$ cat src/rtl/out_stream_pkg.sv
// out_stream_pkg: shared types for the output stream buffer
package out_stream_pkg;
    typedef enum logic [1:0] {IDLE, SEND_HI, SEND_LO} drain_state_t;
endpackage

$ cat src/rtl/syncfifo.sv
// syncfifo: synchronous FIFO with wrapping pointers; push ignored when full, pop ignored when empty
module syncfifo #(
    parameter int WIDTH = 16,
    parameter int DEPTH = 8
) (
    input  logic                     clock,
    input  logic                     reset,
    input  logic                     push,
    input  logic                     pop,
    input  logic [WIDTH-1:0]         din,
    output logic [WIDTH-1:0]         dout,
    output logic [$clog2(DEPTH):0]   count,
    output logic                     full,
    output logic                     empty
);
    localparam int AW = $clog2(DEPTH);
    logic [WIDTH-1:0] mem [DEPTH];
    logic [AW-1:0] wrPtr, rdPtr;
    logic wrEn, rdEn;
    assign wrEn = push && !full;
    assign rdEn = pop && !empty;
    assign full = count == (AW+1)'(DEPTH);
    assign empty = count == '0;
    assign dout = mem[rdPtr];
    always_ff @(posedge clock or posedge reset) begin
        if (reset) begin
            wrPtr <= '0;
            rdPtr <= '0;
            count <= '0;
        end else begin
            if (wrEn) wrPtr <= wrPtr + 1'b1;
            if (rdEn) rdPtr <= rdPtr + 1'b1;
            count <= count + (AW+1)'(wrEn) - (AW+1)'(rdEn);
        end
    end
    always_ff @(posedge clock) begin
        if (wrEn) mem[wrPtr] <= din;
    end
endmodule

$ cat src/rtl/out_stream_buffer.sv
// out_stream_buffer: queues CPU output words and drains them as high-then-low bytes over valid/ready
module out_stream_buffer
    import out_stream_pkg::*;
#(
    parameter int WIDTH = 16,
    parameter int DEPTH = 8
) (
    input  logic                     clock,
    input  logic                     reset,
    input  logic                     outFlag,
    input  logic [WIDTH-1:0]         out,
    output logic [WIDTH/2-1:0]       byteData,
    output logic                     byteValid,
    input  logic                     byteReady,
    output logic [$clog2(DEPTH):0]   count,
    output logic                     full,
    output logic                     empty,
    output logic                     overflow,
    input  logic                     clearOverflow
);
    drain_state_t state, stateNext;
    logic [WIDTH-1:0] hold, headWord;
    logic pop, fire;
    syncfifo #(.WIDTH(WIDTH), .DEPTH(DEPTH)) fifo (
        .clock(clock),
        .reset(reset),
        .push(outFlag),
        .pop(pop),
        .din(out),
        .dout(headWord),
        .count(count),
        .full(full),
        .empty(empty)
    );
    assign fire = byteValid && byteReady;
    // Popping straight from SEND_LO keeps words back-to-back without an IDLE bubble
    always_comb begin
        pop = (state == IDLE || (state == SEND_LO && fire)) && !empty;
        stateNext = pop ? SEND_HI
                  : (state == SEND_HI && fire) ? SEND_LO
                  : (state == SEND_LO && fire) ? IDLE
                  : state;
        byteValid = state != IDLE;
        byteData = state == SEND_HI ? hold[WIDTH-1:WIDTH/2]
                 : state == SEND_LO ? hold[WIDTH/2-1:0]
                 : '0;
    end
    always_ff @(posedge clock or posedge reset) begin
        if (reset) begin
            state <= IDLE;
            hold <= '0;
            overflow <= 1'b0;
        end else begin
            state <= stateNext;
            if (pop) hold <= headWord;
            overflow <= (outFlag && full) || (overflow && !clearOverflow);
        end
    end
endmodule

$ cat config.mk
export PLATFORM = sky130hd
export DESIGN_NAME = out_stream_buffer
export DESIGN_NICKNAME = d
export VERILOG_FILES = /design/src/rtl/out_stream_pkg.sv /design/src/rtl/syncfifo.sv /design/src/rtl/out_stream_buffer.sv
export SDC_FILE = /design/constraint.sdc
export NUM_CORES = 1
export LEC_CHECK = 0
export ABC_AREA = 1
export CAP_MARGIN = 20
export CELL_PAD_IN_SITES_DETAIL_PLACEMENT = 0
export CELL_PAD_IN_SITES_GLOBAL_PLACEMENT = 1
export CORE_MARGIN = 8
export CORE_UTILIZATION = 47
export CTS_CLUSTER_SIZE = 16
export DETAILED_ROUTE_END_ITERATION = 8
export PLACE_DENSITY = 0.81
export SKIP_LAST_GASP = 1
export SYNTH_ARGS = -nofsm -noshare
export SYNTH_HDL_FRONTEND = slang
export SYNTH_SLANG_ARGS = --single-unit
$ cat constraint.sdc
create_clock -name clock -period 2.3 [get_ports clock]
set_input_delay 0.46 -clock clock [delete_from_list [all_inputs] [get_ports clock]]
set_output_delay 0.46 -clock clock [all_outputs]
set_load 0.005 [all_outputs]
==> impl_metrics.toml <==
[placement]
portBuffers = 36
place_inst = 879
place_hpwl_um = 8816
placed_area_mm2 = 0.007503
place.gp.congestion = 0.8047

[final_layout]
area_growth_pct = 17.07
postLayoutCellArea_mm2 = 0.008066
final_common_cell = "nand2_1"
fillerInstances = 1215
nets = 744
finalNonFillerCells = 911
diodes = 0
final_cell_mix = "nand2_1 (215), edfxtp_1 (128), nand3_1 (115)"
final_layout_size_suffix_gt1_frac = 0.08666

[sta]
hold_violations = 0
slew_viol_final = 0
finClkSkew_ps = 7.894
worst_pin_slew_ps = 413.1
period_minus_slack_ps = 2193
setup-violations-final = 0
slew_headroom = 0.7246
period_share = 0.9535
grt_setup_unrepaired = "true"
clock.fmax_ghz = 0.4560

[logic_synthesis]
netlist_instances = 666
ys_seq_elements = 157
syn_area_mm2 = 0.006890
yosys_warnings = 0
synth_top_cell_area_share = 0.5578
ys_types = 22
yosysTopAreaCell = "edfxtp_1"
synthTopCellsByArea = "edfxtp_1 (56%), nand2_1 (12%), dfrtp_1 (11%)"
avgSynthCellArea_um2 = 10.35
syn_nets = 696
synth-seq-area-share = 0.6632

[setup_path]
cp-startpoint = "fifo.count[2]"
arrival_ps = 1730
reg2reg_from = "fifo.count[2]"
setup.worst_path.class = "flop to output port"
rr_worst_depth = 10
cp_max_fo = 3
required_ps = 1840
crit_end = "full"
cp-start-kind = "flop"
endpoint_kind = "output port"
regToRegEndpoint = "fifo.count[2]"
regToRegSetupSlack_ps = 310

[routing]
via_per_inst = 4.982
routedWlPerCell_um = 15.37
wirelength_um = 14000
postRouteAntennaNets = 0
dr_total_vias = 4539
dr.pass1.iters = 5
initialDrtViolationCount = 336
drc = 0

[clock_tree]
cts-root-buf = "clkbuf_16"
cts.sinks = 157
numCtsBuffers = 17
htreeDepth = 4
clk_pin_slew_ps = 60
clockBufferDepth = 2
cts_tree = "yes"
insertion_delay_ps = 420
cts_setup_buffers = 0

[power_and_ir_drop]
p_leak_nw = 3.561
peakVddDrop_mv = 0.7193
powerDensity_mw_per_mm2 = 1241

[grt]
grtUsageMet1 = 0.2062
grt_use_met2 = 0.2570
gr-usage-met3 = 0.03414
grt_max_degree = 66
track_usage = 0.1607
grt_antenna_before_repair = 0
overflow = 0
busiest_layer = "met2"
grt_pass1_wl_um = 22690
grt_pass1_vias = 4400

[floorplanning]
io_pins = 37
start_util = 0.4777
die_h_um = 137.1
fp.coreArea_mm2 = 0.01442
die_w_um = 137.1
dieArea_mm2 = 0.01879
rows = 44

[hold_path]
hold_class = "input pin to asynchronous set/reset pin"

[flow_run]
cap_violations = 0

[status]
run_status = "complete, no violations"
## critical path, stage by stage (launching register included)
cell and delay (ps):
dfrtp_1 390, inv_2 80, ha_1 160, nand3_1 110, inv_1 90, clkdlybuf4s50_1 500
## per-stage QoR
| stage | TNS, ps | setup WS [ps] | utilization | power (mW) | hold slack [ps] |
|---|---|---|---|---|---|
| after CTS | 0 | 26.99 | 0.5590 | 10.09 | 405.7 |
| after global routing | -2.432 | -2.432 | 0.5592 | 10.67 | 471.2 |
| after global placement | 0 | 6.704 | 0.5202 | 7.324 | 470.5 |
| after floorplan | 0 | 136.2 | - | 6.380 | 449.7 |
| after detailed placement | -19.56 | -19.56 | 0.5202 | 7.425 | 467.6 |
| final | 0 | 107.1 | 0.5592 | 10.01 | 406.4 |
## routing by layer
metal / up-vias / share of wire
met5: - / 0
met4: 0 / 0.018
met3: 22 / 0.053
met2: 112 / 0.49
met1: 2172 / 0.44
li1: 2233 / -
## kinds of logic (layout without fill, tap and decap cells)
kind of cell	count (synthesis)	in the layout	synth area share
AO/OA/AOI/OAI	7	7	0.005630
XOR/XNOR	5	5	0.006355
adder cells (fa/ha/maj)	9	9	0.01743
buffers and inverters	146	207	0.09915
flip-flops	157	157	0.6632
AND/OR/NAND/NOR	342	342	0.2083
## synthesized netlist by cell type (all sizes together)
cell and count:
clkbuf 1, buf 28, clkinv 2, inv 115, or2 1, edfxtp 128, dfrtp 29, o21ai 4
xor2 4, ha 8, nand3 115, nand2 216, xnor2 1, fa 1, a21oi 3, nor2 10
## final cells by class
type | count | area [um2] | area share
well taps | 184 | 230.2 | 0.02854
repair buffers | 58 | 625.6 | 0.07756
clock inverters | 13 | 123.9 | 0.01536
clock buffers | 19 | 432.9 | 0.05367
multi-input cells | 363 | 1638 | 0.2030
flip-flops and latches | 157 | 4572 | 0.5668
inverters | 117 | 444.2 | 0.05506
## worst min path at each step
stage	cells past startpoint	to	slack [ps]	start
global placement	2	hold[14]	470	hold[14]
floorplan	2	hold[10]	450	hold[10]
detailed placement	2	hold[10]	470	hold[10]
CTS	3	fifo.wrPtr[2]	410	reset
global route	3	fifo.count[1]	470	reset
finish	3	fifo.count[1]	410	reset
## where the power goes
| group | leakage, nW | internal (mW) | total, mW | switching [mW] |
|---|---|---|---|---|
| combinational | 1.78 | 1.28 | 3.43 | 2.15 |
| clock | 0.268 | 1.58 | 2.63 | 1.05 |
| sequential | 1.51 | 3.69 | 3.95 | 0.257 |
| total | 3.56 | 6.55 | 10.0 | 3.46 |
## state kept, by name, summed over array words and instances (netlist names)
register    flops
overflow        1
fifo.count      4
fifo.mem      128
state           2
fifo.wrPtr      3
hold           16
fifo.rdPtr      3
## repair_timing
item,CTS,global route
endpoints found under the hold margin,0,0
setup endpoints to repair,9,4
gates resized for setup,2,2
hold buffers,0,0
cloned,0,0
No activity file was read; power rests on OpenSTA's default activity.
